--- src/rtl/alarm_set_ctrl_if.sv ---
// Alarm load interface: the setter drives the BCD time plus a one-cycle load strobe,
// and the alarm register consumes it.
interface alarm_set_ctrl_if;
  logic [7:0] D_H;
  logic [7:0] D_M;
  logic [7:0] D_S;
  logic       PE;

  modport master (output D_H, D_M, D_S, PE);
  modport slave  (input  D_H, D_M, D_S, PE);
endinterface

--- src/rtl/alarm_set_ctrl.sv ---
// Alarm setter: debounces MODE/UP/DOWN keys and walks IDLE -> hour -> minute -> commit,
// editing a BCD working copy and pulsing PE when the new alarm time is loaded.
module alarm_set_ctrl #(
  parameter int DEB_CYCLES = 16,
  parameter int TIMEOUT_S  = 10
) (
  input  logic             CP,
  input  logic             nCR,
  input  logic             TICK,
  input  logic             KEY_MODE,
  input  logic             KEY_UP,
  input  logic             KEY_DOWN,
  alarm_set_ctrl_if.master ld,
  output logic [1:0]       SEL,
  output logic             BLINK
);

  localparam int NKEYS = 3;
  localparam int DW    = $clog2(DEB_CYCLES + 1);
  localparam int TW    = $clog2(TIMEOUT_S + 1);
  localparam logic [DW-1:0] DEB_LAST = DW'(DEB_CYCLES - 1);
  localparam logic [TW-1:0] TMO_LAST = TW'(TIMEOUT_S - 1);

  typedef enum logic [1:0] {S_IDLE, S_SET_H, S_SET_M, S_COMMIT} state_t;

  logic [NKEYS-1:0]         w_raw;
  logic [NKEYS-1:0]         r_s1, r_s2, r_deb, r_deb_d;
  logic [NKEYS-1:0][DW-1:0] r_cnt;
  logic [NKEYS-1:0]         w_ev;
  logic                     w_mode, w_up, w_dn, w_any, w_tmo;

  state_t        r_state;
  logic [1:0]    r_sel;
  logic          r_pe, r_blink;
  logic [TW-1:0] r_tmo;
  logic [7:0]    r_com_h, r_com_m, r_work_h, r_work_m;

  assign w_raw = {KEY_DOWN, KEY_UP, KEY_MODE};

  // Level only flips after DEB_CYCLES consecutive disagreeing samples.
  always_ff @(posedge CP or negedge nCR) begin
    if (!nCR) begin
      r_s1    <= '0;
      r_s2    <= '0;
      r_deb   <= '0;
      r_deb_d <= '0;
      r_cnt   <= '0;
    end else begin
      r_s1    <= w_raw;
      r_s2    <= r_s1;
      r_deb_d <= r_deb;
      for (int k = 0; k < NKEYS; k++) begin
        if (r_s2[k] == r_deb[k]) begin
          r_cnt[k] <= '0;
        end else if (r_cnt[k] == DEB_LAST) begin
          r_deb[k] <= r_s2[k];
          r_cnt[k] <= '0;
        end else begin
          r_cnt[k] <= r_cnt[k] + 1'b1;
        end
      end
    end
  end

  assign w_ev   = r_deb & ~r_deb_d;
  assign w_mode = w_ev[0];
  assign w_up   = w_ev[1] & ~w_ev[2] & ~w_ev[0];
  assign w_dn   = w_ev[2] & ~w_ev[1] & ~w_ev[0];
  assign w_any  = |w_ev;
  assign w_tmo  = TICK && !w_any && (r_tmo == TMO_LAST);

  function automatic logic [7:0] bcd_inc(input logic [7:0] v, input logic [7:0] max);
    if (v == max)           return 8'h00;
    if (v[3:0] == 4'd9)     return {v[7:4] + 4'd1, 4'd0};
    return {v[7:4], v[3:0] + 4'd1};
  endfunction

  function automatic logic [7:0] bcd_dec(input logic [7:0] v, input logic [7:0] max);
    if (v == 8'h00)         return max;
    if (v[3:0] == 4'd0)     return {v[7:4] - 4'd1, 4'd9};
    return {v[7:4], v[3:0] - 4'd1};
  endfunction

  // work mirrors committed whenever idle, so the display is always r_work.
  always_ff @(posedge CP or negedge nCR) begin
    if (!nCR) begin
      r_state  <= S_IDLE;
      r_sel    <= 2'b00;
      r_pe     <= 1'b0;
      r_blink  <= 1'b0;
      r_tmo    <= '0;
      r_com_h  <= 8'h00;
      r_com_m  <= 8'h00;
      r_work_h <= 8'h00;
      r_work_m <= 8'h00;
    end else begin
      r_pe <= 1'b0;
      case (r_state)
        S_IDLE: begin
          if (w_mode) begin
            r_state  <= S_SET_H;
            r_sel    <= 2'b01;
            r_blink  <= 1'b0;
            r_tmo    <= '0;
            r_work_h <= r_com_h;
            r_work_m <= r_com_m;
          end
        end
        S_SET_H, S_SET_M: begin
          if (w_tmo) begin
            r_state  <= S_IDLE;
            r_sel    <= 2'b00;
            r_blink  <= 1'b0;
            r_tmo    <= '0;
            r_work_h <= r_com_h;
            r_work_m <= r_com_m;
          end else begin
            if (w_any)     r_tmo <= '0;
            else if (TICK) r_tmo <= r_tmo + 1'b1;
            if (TICK) r_blink <= ~r_blink;
            if (w_mode) begin
              if (r_state == S_SET_H) begin
                r_state <= S_SET_M;
                r_sel   <= 2'b10;
              end else begin
                r_state <= S_COMMIT;
                r_pe    <= 1'b1;
                r_blink <= 1'b0;
              end
            end else if (w_up) begin
              if (r_state == S_SET_H) r_work_h <= bcd_inc(r_work_h, 8'h23);
              else                    r_work_m <= bcd_inc(r_work_m, 8'h59);
            end else if (w_dn) begin
              if (r_state == S_SET_H) r_work_h <= bcd_dec(r_work_h, 8'h23);
              else                    r_work_m <= bcd_dec(r_work_m, 8'h59);
            end
          end
        end
        S_COMMIT: begin
          r_state <= S_IDLE;
          r_sel   <= 2'b00;
          r_com_h <= r_work_h;
          r_com_m <= r_work_m;
        end
        default: r_state <= S_IDLE;
      endcase
    end
  end

  assign ld.D_H = r_work_h;
  assign ld.D_M = r_work_m;
  assign ld.D_S = 8'h00;
  assign ld.PE  = r_pe;
  assign SEL    = r_sel;
  assign BLINK  = r_blink;

endmodule

--- src/flat_wrapper.sv ---
// flat-port wrapper written by rule: the top's interface ports become plain ports
module alarm_set_ctrl_flat 
#(
  parameter int DEB_CYCLES = 16,
  parameter int TIMEOUT_S  = 10
)
  (CP, nCR, TICK, KEY_MODE, KEY_UP, KEY_DOWN, SEL, BLINK, ld_D_H, ld_D_M, ld_D_S, ld_PE);
  alarm_set_ctrl_if ld_i ();
  input  logic CP;
  input  logic nCR;
  input  logic TICK;
  input  logic KEY_MODE;
  input  logic KEY_UP;
  input  logic KEY_DOWN;
  output logic [1:0] SEL;
  output logic BLINK;
  output wire logic [$bits(ld_i.D_H)-1:0] ld_D_H;
  output wire logic [$bits(ld_i.D_M)-1:0] ld_D_M;
  output wire logic [$bits(ld_i.D_S)-1:0] ld_D_S;
  output wire logic [$bits(ld_i.PE)-1:0] ld_PE;
  assign ld_D_H = ld_i.D_H;
  assign ld_D_M = ld_i.D_M;
  assign ld_D_S = ld_i.D_S;
  assign ld_PE = ld_i.PE;
  alarm_set_ctrl #(.DEB_CYCLES(DEB_CYCLES), .TIMEOUT_S(TIMEOUT_S)) u_core (.CP(CP), .nCR(nCR), .TICK(TICK), .KEY_MODE(KEY_MODE), .KEY_UP(KEY_UP), .KEY_DOWN(KEY_DOWN), .ld(ld_i), .SEL(SEL), .BLINK(BLINK));
endmodule
--- config.mk ---
export PLATFORM = sky130hd
export DESIGN_NAME = alarm_set_ctrl_flat
export DESIGN_NICKNAME = d
export VERILOG_FILES = /design/src/rtl/alarm_set_ctrl_if.sv /design/src/rtl/alarm_set_ctrl.sv /design/src/flat_wrapper.sv
export SDC_FILE = /design/constraint.sdc
export NUM_CORES = 1
export LEC_CHECK = 0
export ABC_AREA = 1
export CELL_PAD_IN_SITES_DETAIL_PLACEMENT = 2
export CELL_PAD_IN_SITES_GLOBAL_PLACEMENT = 2
export CORE_MARGIN = 2
export CORE_UTILIZATION = 35
export DETAILED_ROUTE_END_ITERATION = 16
export GPL_ROUTABILITY_DRIVEN = 0
export PLACE_DENSITY = 0.87
export RECOVER_POWER = 100
export SLEW_MARGIN = 10
export SYNTH_ARGS = -nofsm -noshare
export SYNTH_HDL_FRONTEND = slang
export SYNTH_SLANG_ARGS = --single-unit
--- constraint.sdc ---
create_clock -name CP -period 2.3 [get_ports CP]
set_input_delay 0.575 -clock CP [delete_from_list [all_inputs] [get_ports CP]]
set_output_delay 0.575 -clock CP [all_outputs]
set_load 0.01 [all_outputs]
After elaboration in Yosys (flattened, before gate mapping)

Index checks and enable logic that the tools add are counted.

Add/subtract/negate cells: 12
Eq/ne operators: 28
Multiplexer cells: 118
Bitwise operators: 13
Reduce and logical (&&, ||, !) cells: 22

Operators by type and width:

| operator                                                               | number |
|---|---|
| 8-bit 2-to-1 mux                                                       | 30 |
| 1-bit 2-to-1 mux                                                       | 66 |
| 8-bit case mux with 2 select lines                                     | 2 |
| 5-bit 2-to-1 mux                                                       | 6 |
| 4-bit by 1-bit adder with 4-bit output (second input constant)         | 5 |
| 8-bit logical NOT                                                      | 2 |
| 4-bit 2-to-1 mux                                                       | 4 |
| 4-bit != test (second input constant)                                  | 4 |
| 8-bit AND reduction                                                    | 2 |
| 4-bit by 1-bit subtractor with 4-bit output (second input constant)    | 4 |
| 5-bit by 1-bit adder with 5-bit output (second input constant)         | 3 |
| 5-bit by 4-bit equality test with 1-bit output (second input constant) | 3 |
| 4-bit equality test (second input constant)                            | 3 |
| 2-bit 2-to-1 mux                                                       | 6 |
| 2-bit case mux with 3 select lines                                     | 2 |
| 6-bit AND reduction                                                    | 2 |
| 5-bit by 1-bit != test with 1-bit output (second input constant)       | 2 |
| 5-bit != test (second input constant)                                  | 2 |
| 2-bit AND reduction                                                    | 5 |
| 8-bit by 6-bit equality test with 1-bit output (second input constant) | 1 |
| 8-bit by 7-bit equality test with 1-bit output (second input constant) | 1 |
| 4-bit logical NOT                                                      | 2 |
| 4-bit case mux with 2 select lines                                     | 1 |
| 1-bit NOT                                                              | 7 |
| other kinds (19)                                                       | 28 |

Register bits: 69
Input port bits: 6
Output and inout port bits: 28
Word-level logic and storage cells: 213

Logic depth before layout (Yosys ltp)

Gate-level depths: netlist of the first run.

Depth after elaboration: 25
Gate-level depth with buffers: 12
Depth with buffers taken out: 12

Worst setup path before layout of the first run

Ideal clock, no wire load.

Kind: flip-flop to flip-flop
Start: register u_core.r_state[0]
End: register u_core.r_work_h[4], in the netlist u_core.ld.D_H[4]
Arrival: 1.595 ns
Data required time: 2.184 ns
Slack: 0.588 ns
Stages on the path, launching flop included: 11
Buffers on the path: 0
Cell sequence: dfrtp_1 > inv_1 > ha_1 > inv_2 > nor2_2 > nor2_1 > nand4_1 > nor2_4 > nand2_2 > nand2_1 > nand2_1

Word-level cells in the longest chain between the ends: 4

Ends and longest elaborated chain:

| item                                                                                         | RTL line              | source |
|---|---|---|
| start: declaration                                                                           | alarm_set_ctrl.sv:32  | `state_t r_state;` |
| start signal: assignment                                                                     | alarm_set_ctrl.sv:87  | `r_state <= S_IDLE;` |
| start signal: assignment                                                                     | alarm_set_ctrl.sv:101 | `r_state <= S_SET_H;` |
| start signal: assignment                                                                     | alarm_set_ctrl.sv:111 | `r_state <= S_IDLE;` |
| 2-bit equality test / 2-bit by 1-bit equality test with 1-bit output (equally long branches) | -                     |  |
| 2-bit OR reduction                                                                           | alarm_set_ctrl.sv:98  | `case (r_state)` |
| 5-bit != test (no line), or another cell as far along                                        | -                     |  |
| 8-bit AND reduction (no line)                                                                | -                     |  |
| end signal: assignment                                                                       | alarm_set_ctrl.sv:105 | `r_work_h <= r_com_h;` |
| end signal: assignment                                                                       | alarm_set_ctrl.sv:115 | `r_work_h <= r_com_h;` |
| end signal: assignment                                                                       | alarm_set_ctrl.sv:131 | `if (r_state == S_SET_H) r_work_h <= bcd_inc(r_work_h, 8'h23);` |
| end: declaration                                                                             | alarm_set_ctrl.sv:36  | `logic [7:0] r_com_h, r_com_m, r_work_h, r_work_m;` |

Parallel ways exist; a longest one is shown, timed or not.
A chain may end at the register's enable or synchronous reset.

Worst setup path after layout of the first run

Start: register u_core.r_work_h[2], in the netlist u_core.ld.D_H[2]
End: output port ld_D_H[2]

RTL lines:

| item             | RTL line           | source |
|---|---|---|
| end: declaration | flat_wrapper.sv:17 | `output wire logic [$bits(ld_i.D_H)-1:0] ld_D_H;` |

No word-level cell between the ends.

==> impl_metrics.ini, run 1 <==
[power_and_ir_drop]
combinationalPowerShare_pct = 42.1
power_frac_clock_pct = 27.6
internal_power_mw = 3.21
total_switching_power_mw = 2.38
total_leakage_power_nw = 2.42
netSwitchingFraction_pct = 42.5
flop_pwr_share_pct = 30.3
power.ir.vdd_worst_mv = 0.658
power_mw = 5.59
power.density_nw_per_um2 = 1190

[finish]
area_growth_syn_to_layout_pct = 17.2
final_design_area_no_fill_sq_um = 4700
filler_cell_count = 1313
fin_nets = 564
multi_input_comb_area_sq_um = 1940
regArea_sq_um = 1730
drive_above_1_share_pct = 9.61
antenna_fix_cells = 0

[critical_path]
cell_by_cell_listing_of_the_critical_path = dlygate4sd3_1
timing_worst_setup_path_type = flip-flop to output port
worst_ep_required_time_ns = 1.73
worst-path-buf-inv = 1
worstPathArrival_ns = 1.55
worst_path_dominant_cell_family = buffers and inverters
cp_max_fo = 9
worst_path_largest_cell_delay_ns = 0.66
timing.critical_path.slowest_stage_cell = sky130_fd_sc_hd__dlygate4sd3_1
worstSetupStartpointType = flip-flop
crit_path_end_kind = output port

[clocking]
total_of_cells_resized_after_clock_tree_synthesis = 0
cts.path.max_buffers = 2
cts_root_buf = sky130_fd_sc_hd__clkbuf_16
cts_hold_buf = 0
tritoncts = done
cts.sinks = 69
number_of_post_cts_setup_repair_buffers = 0
cts_made_buffers = 9
later_pin_clock_latency_in_the_skew_report_ns = 0.35
worst_setup_hold_path_clk_slew_ns = 0.06
htree_levels = 3

[yosys]
synth_largest_type_area_fraction_pct = 43.0
synth_register_bits = 69
netlist_top_cells_area = sky130_fd_sc_hd__dfrtp_1 (43%), sky130_fd_sc_hd__nand2_1 (12%), sky130_fd_sc_hd__ha_1 (6.9%)
dominantRegCellSynth = sky130_fd_sc_hd__dfrtp_1
netlist.top_cell.by_area = sky130_fd_sc_hd__dfrtp_1
ranking_of_synthesized_cells_by_instance_count = sky130_fd_sc_hd__nand2_1 (130), sky130_fd_sc_hd__dfrtp_1 (69), sky130_fd_sc_hd__inv_1 (53), sky130_fd_sc_hd__nor2_1 (44), sky130_fd_sc_hd__nand3_1 (42)
yosysMostFrequentCell = sky130_fd_sc_hd__nand2_1
synthesis.area_per_instance_sq_um = 7.94
yosysWarnings = 0
netlist_area_sq_um = 4010
synth.lib_cells_used.distinct = 35
syn-instance-count = 505
asyncSetResetFlopFracSynth_pct = 100
synth-edff-count = 0
sequential_cell_area_fraction_in_the_yosys_report_pct = 43.0

[drt]
drt-wirelength-per-cell_um = 19.1
drt_first_iter_violations = 143
drt_first_pass_iters = 4
drt_wl_total_um = 13100
route.detailed.vias_per_inst = 5.23
drcViolationCount = 0
vias = 3577
route.antenna.remaining_nets = 0

[sta]
worst_slew_pin_slew_ns = 1.08
finClkSkew_ns = 0.00934
finalMaxSlewViolations = 0
min_period_ns = 2.13
fmax_mhz = 470
number_of_failing_setup_endpoints_in_the_final_timing_report = 0
grt_setup_unrepaired = false
hold_viol_final = 0
totalNegativeSetupSlack_ns = 0
normalized_max_slew_margin_pct = 27.8
finalCritPeriodShare_pct = 92.5

[grt]
globalRouteTotalUtil_pct = 22.9
grt_max_degree = 52
grt-ovfl-total = 0
grt_first_pass_wirelength_um = 22400
vias_in_the_first_global_route = 4189
initial_antenna_violation_count = 0

[run]
drv.max_cap_violation_count = 0

[floorplanning]
start_util_pct = 35.4
fp.dieArea_sq_um = 12300
io_pins = 34
floorplan.die.width_um = 111
core_region_area_sq_um = 11300
die-height_um = 111
floorplan.rows = 39

[placement]
dp.final_hpwl_um = 8570
place_area_sq_um = 4400
io_buffers = 25

[hold_path]
hold_class = flip-flop to flip-flop

[outcome]
outcome = complete, no violations
==> kinds of logic after synthesis <==
kind of cell	after synthesis	share of synthesized area, %
xor+xnor	15	3.28
compound gates	54	7.30
flops	69	43.0
other cells	1	0.0935
buf+inv	81	9.05
mux	1	0.250
simple gates	262	30.1
fa+ha+maj	22	6.86
==> stage by stage <==
| step | util (%) | hold slack (ns) | setup WS, ns | std cells |
|---|---|---|---|---|
| global route | 41.5 | 0.359 | 0.0876 | 684 |
| detailed placement | 38.9 | 0.342 | -0.109 | 668 |
| global placement | 38.9 | 0.332 | 0.0712 | 668 |
| CTS | 41.7 | 0.180 | 0.200 | 684 |
| floorplan | - | 0.279 | 0.588 | 512 |
| finish | 41.5 | 0.354 | 0.173 | 684 |
==> registers in the layout, indices dropped and copies added, names as in the netlist, 2 cells and up <==
name	flops
u_core.SEL	2
u_core.ld.D_H	8
u_core.ld.D_M	8
u_core.r_cnt	15
u_core.r_com_h	8
u_core.r_com_m	8
u_core.r_deb	3
u_core.r_deb_d	3
u_core.r_s1	3
u_core.r_s2	3
u_core.r_state	2
u_core.r_tmo	4
==> area by class of cell <==
cell class,count,share of cell area [%]
clock buffer,10,4.87
clock inverter,6,1.97
inverter,61,4.87
multi-input combinational,362,41.3
sequential,69,36.7
tap,143,3.81
timing repair buffer,33,6.41
==> layer usage <==
metal,track usage (%),wire length (um),up-vias
li1,-,-,1657
met1,28.8,5730,1833
met2,39.6,6740,67
met3,4.48,355,20
met4,7.41,268,0
met5,0,0,-
==> power by group through the flow <==
stage               clock network (mW)  registers [mW]  logic (mW)
CTS                               1.59            1.70        2.44
finish                            1.54            1.69        2.35
global route                      1.63            1.74        2.62
global placement                     0            1.69        2.17
detailed placement                   0            1.71        2.33
floorplan                            0            1.67        1.49
==> placed cells by master, fill, tap and decap left out, drive strengths merged, types with 8 or more instances in the layout <==
cell type	netlist	routed
nand2	138	138
conb	1	8
o21ai	27	27
dfrtp	69	69
nor2	55	55
a21oi	19	19
nand4	11	11
clkbuf	6	13
xor2	12	12
nand3	47	47
inv	60	62
ha	22	22
dlygate4sd3	0	23
==> final timing paths <==
path                       slack [ns]          endpoint  depth (start not counted)               from
max reg2reg                      0.23   u_core.r_tmo[2]                          9  u_core.r_state[0]
min                              0.35    u_core.r_s2[0]                          0     u_core.r_s1[0]
max in group asynchronous        0.49  u_core.ld.D_H[5]                          2                nCR
min in group asynchronous        0.40    u_core.r_s1[0]                          1                nCR
min reg2reg                      0.35    u_core.r_s2[0]                          0     u_core.r_s1[0]
max                              0.17         ld_D_H[2]                          1   u_core.ld.D_H[2]
Note: power is estimated with default switching activity, not from simulation.
==> run 2: changes to the inputs <==
ABC_CLOCK_PERIOD_IN_PS = 2300   (was unset)
==> results of run 2 <==
No change in the layout: final DEF, timing and power equal those of run 1.
==> run 3: changes to the inputs <==
CORE_MARGIN = unset   (was 2)
==> run 3 against run 2 <==
Critical path depth grew 8. Register-to-register slack got worse by 0.13 ns. Non-clock buffer count decreased by 1. Sequential cell count stayed put. Clock skew grew 0.0025 ns. Total power increased by 0.97%. Highest routed layer unchanged. Clock power down 3%. Cell area down 0.21%. Core utilization rose by 1.2 points. First-iteration DRC count is 1.4% lower. Worst setup slack worse by 0.068 ns. Combinational power up 4%.
==> impl_metrics.ini, run 3 (synthesis results as in run 1) <==
[finish]
final_common_cell = sky130_fd_sc_hd__nand2_1
flip_flop_count_of_the_largest_register_after_layout = 15
drive_above_1_share_pct = 10.0
largest_register = u_core.r_cnt
highest_count_cells_in_the_layout_ignoring_fill_and_taps = sky130_fd_sc_hd__nand2_1 (130), sky130_fd_sc_hd__dfrtp_1 (69), sky130_fd_sc_hd__inv_1 (53)
antenna_fix_cells = 0
area_growth_syn_to_layout_pct = 16.9
fin_nets = 563
final_design_area_no_fill_sq_um = 4690
layout.cells.non_filler = 680

[clocking]
cts_hold_buf = 0
total_of_cells_resized_after_clock_tree_synthesis = 0
cts.path.max_buffers = 2
number_of_post_cts_setup_repair_buffers = 0
cts_root_buf = sky130_fd_sc_hd__clkbuf_16
worst_setup_hold_path_clk_slew_ns = 0.07
tritoncts = done
cts.sinks = 69
cts_made_buffers = 9
later_pin_clock_latency_in_the_skew_report_ns = 0.35
htree_levels = 3

[grt]
grt-ovfl-total = 0
grt_first_pass_wirelength_um = 23600
vias_in_the_first_global_route = 4333
initial_antenna_violation_count = 0
grt_max_degree = 33
globalRouteTotalUtil_pct = 27.0

[floorplanning]
fp.dieArea_sq_um = 11900
io_pins = 34
start_util_pct = 36.5
floorplan.rows = 38
die-height_um = 109
core_region_area_sq_um = 11000
floorplan.die.width_um = 109

[drt]
route.antenna.remaining_nets = 0
drt_first_pass_iters = 4
drt-wirelength-per-cell_um = 21.1
drt_first_iter_violations = 141
route.detailed.vias_per_inst = 5.28
drcViolationCount = 0
vias = 3591
drt_wl_total_um = 14300

[critical_path]
worst_path_largest_cell_delay_ns = 0.47
cp_max_fo = 5
worstSetupStartpointType = flip-flop
worst_ep_required_time_ns = 2.58
timing.critical_path.slowest_stage_cell = sky130_fd_sc_hd__ha_1
worstPathArrival_ns = 2.48
r2r.worst_path.cells = 9
timing_worst_setup_path_type = flip-flop to flip-flop
crit_path_end_kind = flip-flop
cell_by_cell_listing_of_the_critical_path = inv_1, ha_1, inv_2, nor2_2, nor2_2, nand3_2, nor2_2, nand2_1, nand2_1
path_common_cell = sky130_fd_sc_hd__nor2_2

[run]
drv.max_cap_violation_count = 0

[sta]
hold_viol_final = 0
fmax_mhz = 455
number_of_failing_setup_endpoints_in_the_final_timing_report = 0
finalMaxSlewViolations = 0
grt_setup_unrepaired = false
finClkSkew_ns = 0.0118
normalized_max_slew_margin_pct = 45.0
totalNegativeSetupSlack_ns = 0
min_period_ns = 2.20
finalCritPeriodShare_pct = 95.5
worst_slew_pin_slew_ns = 0.825

[placement]
cell_total_after_placement = 664
dp.final_hpwl_um = 8410
place_area_sq_um = 4430
io_buffers = 25

[power_and_ir_drop]
power.ir.vdd_worst_mv = 0.539
power.density_nw_per_um2 = 1200
total_leakage_power_nw = 2.40

[hold_path]
hold_class = primary input to async pin

[outcome]
outcome = complete, no violations
-- run 3: metal layers --
metal	share of wire [%]	global-route usage, %
met5	0	0
met2	52	48.3
met1	41	30.6
met3	2.8	5.32
met4	3.8	12.9
-- run 3: final cells by class --
type,instances,area [sq um]
fill,1242,6290
clock buffer,9,225
clock inverter,7,81.3
sequential,69,1730
multi-input combinational,362,1940
tap,140,175
inverter,61,229
timing repair buffer,32,310
-- run 3: power by group --
| group | internal, mW | switching [mW] | total [mW] |
|---|---|---|---|
| logic | 0.866 | 1.58 | 2.44 |
| clock network | 0.856 | 0.640 | 1.50 |
| registers | 1.40 | 0.300 | 1.70 |
| total | 3.12 | 2.52 | 5.64 |
-- run 3: path summary, 6_finish.rpt --
check                           slack [ns]               end         startpoint
worst max-delay path                  0.10  u_core.ld.D_M[5]  u_core.r_state[0]
worst min-delay path                  0.28    u_core.r_s1[2]                nCR
worst max register to register        0.10  u_core.ld.D_M[5]  u_core.r_state[0]
worst min register to register        0.35    u_core.r_s2[2]     u_core.r_s1[2]
max in group asynchronous             0.29  u_core.ld.D_H[5]                nCR
min in group CP                       0.35    u_core.r_s2[2]     u_core.r_s1[2]
-- run 3: worst max-delay path, delay by kind of cell (launching register included) --
kind | cells | cell delay [ns]
simple gates | 6 | 0.96
buf+inv | 2 | 0.26
flops | 1 | 0.42
fa+ha+maj | 1 | 0.47
-- run 3: stage by stage --
stage	setup WS (ns)	hold WS [ns]	utilization [%]	power [mW]
after floorplan	0.588	0.279	-	3.16
after global placement	0.140	0.332	40.3	3.88
after detailed placement	-0.0547	0.347	40.3	4.04
after CTS	0.0999	0.138	43.1	5.74
after global routing	0.0228	0.339	42.7	5.99
final	0.104	0.280	42.7	5.64
==> RTL edit 1, RTL diff (config.mk and constraints of run 1) <==
Put one more register stage on the output `SEL`, cleared by the reset. The value now appears one clock later. The other outputs are not delayed to match.
--- a/src/rtl/alarm_set_ctrl.sv
+++ b/src/rtl/alarm_set_ctrl.sv
@@ -151,7 +151,13 @@
   assign ld.D_M = r_work_m;
   assign ld.D_S = 8'h00;
   assign ld.PE  = r_pe;
-  assign SEL    = r_sel;
+  always_ff @(posedge CP or negedge nCR) begin
+    if (!nCR) begin
+      SEL <= '0;
+    end else begin
+      SEL <= r_sel;
+    end
+  end
   assign BLINK  = r_blink;
 
 endmodule
Behaviour: same outputs for any inputs over 10 cycles, from zero or initial values; that may be too few to reach the edited logic, so the function may still have changed.
==> RTL edit 1 against run 1 <==
Cell area is 0.19% lower; wire length is 8.1% lower; worst setup slack worse by 0.030 ns; sequential cell count is 2 higher; synthesized area is 0.12% lower; total power is 1.1% higher; cell count is 2.0% lower; critical path depth stayed put; largest cell class unchanged; highest routed layer unchanged.
==> RTL edit 1: results (changes against run 1) <==
stage	metric	value	unit	change
status	run status	finished, final reports clean		unchanged
routing	First DRT Iteration DRCs	129		was 143
synthesis	synth cell count leaders	nand2_1 (124), dfrtp_1 (71), inv_1 (51), nand3_1 (44), nor2_1 (40)		was nand2_1 (130), dfrtp_1 (69), inv_1 (53), nor2_1 (44), nand3_1 (42)
routing	wire length per cell	18.0	um	was 19.1 um
placed_design	Placed Instance Area	4400	um2	about the same
worst_setup_path	Reg2Reg Depth	8		was 9
power	P_int	3.30	mW	was 3.21 mW
worst_setup_path	Critical Path Source	u_core.ld.D_M[3]$_DFFE_PN0P_		was u_core.ld.D_H[2]$_DFFE_PN0P_
synthesis	sequential-to-total area share from yosys stat	44.3	%	was 43.0%
power	leakage power	2.38	nW	was 2.42 nW
power	Peak VDD IR	0.382	mV	was 0.658 mV
routing	routed wl met2	6300	um	was 6740 um
power	sw power	2.35	mW	was 2.38 mW
routing	Via density	5.13		was 5.23
synthesis	syn avg cell area	8.13	um2	was 7.94 um2
grt	M3 GR Usage	3.34	%	was 4.48%
synthesis	xor/xnor share of the synthesized area	3.06	%	was 3.28%
layout	filler cell count	1289		was 1313
grt	global-route wire length before repair	20600	um	was 22400 um
layout	layout cell share with drive strength beyond 1	7.78	%	was 9.61%
synthesis	mux contribution to synthesized area	0.531	%	was 0.250%
layout	Post-layout nets	550		was 564
placed_design	DP HPWL	8090	um	was 8570 um
layout	final core occ	41.6	%	was 41.5%
grt	largest net degree at the start of global routing	34		was 52
grt	GR met1 Demand/Resource	25.4	%	was 28.8%
worst_setup_path	Critical Path AT	1.58	ns	was 1.55 ns
sta	Hold Slack	0.349	ns	was 0.354 ns
synthesis	adder-cell share of the synthesized area	6.87	%	was 6.86%
routing	DR DRC count	0		unchanged
grt	GR Util All Layers	21.0	%	was 22.9%
routing	via count	3434		was 3577
power	Clock power frac	27.8	%	was 27.6%
synthesis	compound-cell area share of the yosys netlist	9.49	%	was 7.30%
hold_path	worst hold start	u_core.r_s1[1]$_DFF_PN0_		was u_core.r_s1[0]$_DFF_PN0_
synthesis	synth unique cells	34		was 35
routing	Met3 Wirelength	259	um	was 355 um
-- RTL edit 1: cell types whose count changed in the layout (fill, tap and decap cells not counted), moves of 3 or more --
cell	before	now
nand2_1	130	124
nor2_1	46	41
o21ai_0	22	27
o21bai_1	0	5
buf_4	6	3
inv_1	54	51
inv_2	6	3
nor2_2	6	3
-- RTL edit 1: final cells by class --
| class | instances | area share [%] |
|---|---|---|
| Multi-Input combinational cell | 353 | 40.4 |
| Clock inverter | 4 | 1.65 |
| Tap cell | 143 | 3.81 |
| Timing Repair Buffer | 33 | 6.48 |
| Inverter | 54 | 4.32 |
| Sequential cell | 71 | 37.9 |
| Clock buffer | 12 | 5.47 |
-- RTL edit 1: cells by family after synthesis --
| kind of cell | Yosys count |
|---|---|
| buffers and inverters | 76 |
| xor gates and xnor gates | 14 |
| and+or+nand+nor | 242 |
| adders and majority gates | 22 |
| other | 1 |
| DFF | 71 |
| muxes | 2 |
| AOI/OAI and AO/OA | 65 |
==> RTL edit 2, RTL diff (flow settings as in run 1) <==
Made on the original files. `TIMEOUT_S` is set to 10 in 2 places; all go to 5.
--- a/src/rtl/alarm_set_ctrl.sv
+++ b/src/rtl/alarm_set_ctrl.sv
@@ -2,7 +2,7 @@
 // editing a BCD working copy and pulsing PE when the new alarm time is loaded.
 module alarm_set_ctrl #(
   parameter int DEB_CYCLES = 16,
-  parameter int TIMEOUT_S  = 10
+  parameter int TIMEOUT_S  = 5
 ) (
   input  logic             CP,
   input  logic             nCR,
--- a/src/flat_wrapper.sv
+++ b/src/flat_wrapper.sv
@@ -2,7 +2,7 @@
 module alarm_set_ctrl_flat 
 #(
   parameter int DEB_CYCLES = 16,
-  parameter int TIMEOUT_S  = 10
+  parameter int TIMEOUT_S  = 5
 )
   (CP, nCR, TICK, KEY_MODE, KEY_UP, KEY_DOWN, SEL, BLINK, ld_D_H, ld_D_M, ld_D_S, ld_PE);
   alarm_set_ctrl_if ld_i ();
Check against the original RTL: no difference found for any inputs over 10 cycles, from zero or initial values; that may be too few to reach the edited logic, so the function may still have changed.
==> RTL edit 2 against run 1 <==
The flow now finishes with violations (capacitance limit, slew limit); maximum frequency decreased by 1.7%; sequential cell count decreased by 1; hold slack improved by 0.00081 ns; worst setup slack got worse by 0.038 ns; synthesized area decreased by 0.62%; total power increased by 6.8%; via count decreased by 2.0%; synthesized cell count decreased by 1.8%; cell area increased by 0.43%; wire length increased by 1.6%; global-route usage decreased by 0.48 points; critical path depth unchanged; first-iteration DRC count increased by 36%; largest power group unchanged.
==> RTL edit 2: results (changes against run 1) <==
stage	metric	value	unit	change
placed_design	DP HPWL	8490	um	was 8570 um
grt	GR Util All Layers	22.4	%	was 22.9%
worst_setup_path	Reg2Reg Setup Slack	0.19	ns	was 0.23 ns
power	P_int	3.39	mW	was 3.21 mW
status	failing checks	capacitance limit, slew limit		
sta	Worst Skew	0.00576	ns	was 0.00934 ns
synthesis	top post-synthesis cells by area	dfrtp_1 (43%), nand2_1 (12%), ha_1 (6.9%), inv_1 (4.7%), nand3_1 (4.6%)		was dfrtp_1 (43%), nand2_1 (12%), ha_1 (6.9%), nand3_1 (5.2%), inv_1 (5.0%)
sta	Rel. slew slack	-16.2	%	was 27.8%
synthesis	synth cell count leaders	nand2_1 (132), dfrtp_1 (68), inv_1 (50), nor2_1 (43), nand3_1 (37)		was nand2_1 (130), dfrtp_1 (69), inv_1 (53), nor2_1 (44), nand3_1 (42)
layout	layout cell share with drive strength beyond 1	10.8	%	was 9.61%
sta	Hold Slack	0.355	ns	was 0.354 ns
layout	most flop-heavy register	u_core.r_cnt		unchanged
power	leakage power	2.43	nW	was 2.42 nW
grt	global-route wire length before repair	22000	um	was 22400 um
placed_design	Placed Instance Area	4410	um2	was 4400 um2
run	max cap viols	1		was 0
status	run status	complete, but fails checks		was finished, final reports clean
placed_design	dpl cells	659		was 668
worst_setup_path	worst r2r src	u_core.r_state[0]$_DFFE_PN0P_		unchanged
layout	area grow syn2layout	18.4	%	was 17.2%
worst_setup_path	reg-to-reg endpoint	u_core.ld.D_M[5]$_DFFE_PN0P_		was u_core.r_tmo[2]$_DFFE_PN0P_
routing	Via density	5.19		was 5.23
power	Peak VDD IR	0.446	mV	was 0.658 mV
layout	Post-layout nets	558		was 564
synthesis	syn avg cell area	8.04	um2	was 7.94 um2
grt	vias in the first global route	4035		was 4189
routing	Post-Route WL	13300	um	was 13100 um
power	Clock power frac	27.1	%	was 27.6%
routing	First DRT Iteration DRCs	195		was 143
layout	filler cell count	1228		was 1313
sta	Pins Over Slew Limit	69		was 0
placed_design	DP Worst Slack	0.0433	ns	was -0.109 ns
worst_setup_path	Reg2Reg Depth	9		unchanged
synthesis	sequential-to-total area share from yosys stat	42.7	%	was 43.0%
sta	Final Cycle Share	94.1	%	was 92.5%
hold_path	hold path cells	0		unchanged
routing	wire length per cell	19.7	um	was 19.1 um
grt	largest net degree at the start of global routing	69		was 52
power	Power Density	1260	nW/um2	was 1190 nW/um2
worst_setup_path	Critical Path AT	1.59	ns	was 1.55 ns
==> RTL edit 2: logic make-up (layout without fill, tap and decap cells) <==
| logic type | after synthesis | after routing | synth area share, % |
|---|---|---|---|
| buffers and inverters | 79 | 111 | 8.95 |
| adders and majority gates | 22 | 22 | 6.91 |
| xor gates and xnor gates | 13 | 13 | 2.86 |
| AOI/OAI and AO/OA | 59 | 59 | 8.76 |
| and+or+nand+nor | 253 | 253 | 29.5 |
| DFF | 68 | 68 | 42.7 |
| other | 1 | 8 | 0.0941 |
| muxes | 1 | 1 | 0.282 |
==> RTL edit 2: cell type report <==
| type | instances | share of cell area, % |
|---|---|---|
| clock buffers | 10 | 4.85 |
| clock inverters | 6 | 2.36 |
| inverters | 58 | 4.61 |
| multi-input cells | 356 | 41.2 |
| flip-flops and latches | 68 | 36.0 |
| well taps | 140 | 3.71 |
| repair buffers | 37 | 7.18 |
==> RTL edit 2: worst max path at each step <==
| stage | from | to | depth (start not counted) |
|---|---|---|---|
| floorplan | u_core.r_state[0]$_DFFE_PN0P_ | u_core.ld.D_M[3]$_DFFE_PN0P_ | 8 |
| global placement | TICK | u_core.ld.D_M[5]$_DFFE_PN0P_ | 9 |
| detailed placement | TICK | u_core.ld.D_H[4]$_DFFE_PN0P_ | 9 |
| CTS | u_core.r_state[1]$_DFFE_PN0P_ | u_core.ld.D_M[5]$_DFFE_PN0P_ | 9 |
| global route | TICK | u_core.ld.D_H[3]$_DFFE_PN0P_ | 10 |
| finish | u_core.ld.D_M[4]$_DFFE_PN0P_ | ld_D_M[4] | 1 |
==> RTL edit 2: per-layer routing <==
metal	global-route usage (%)	up-vias	wire length, um
li1	-	1629	-
met1	26.5	1802	5560
met2	41.2	49	7150
met3	3.72	25	312
met4	7.17	0	287
met5	0	-	0
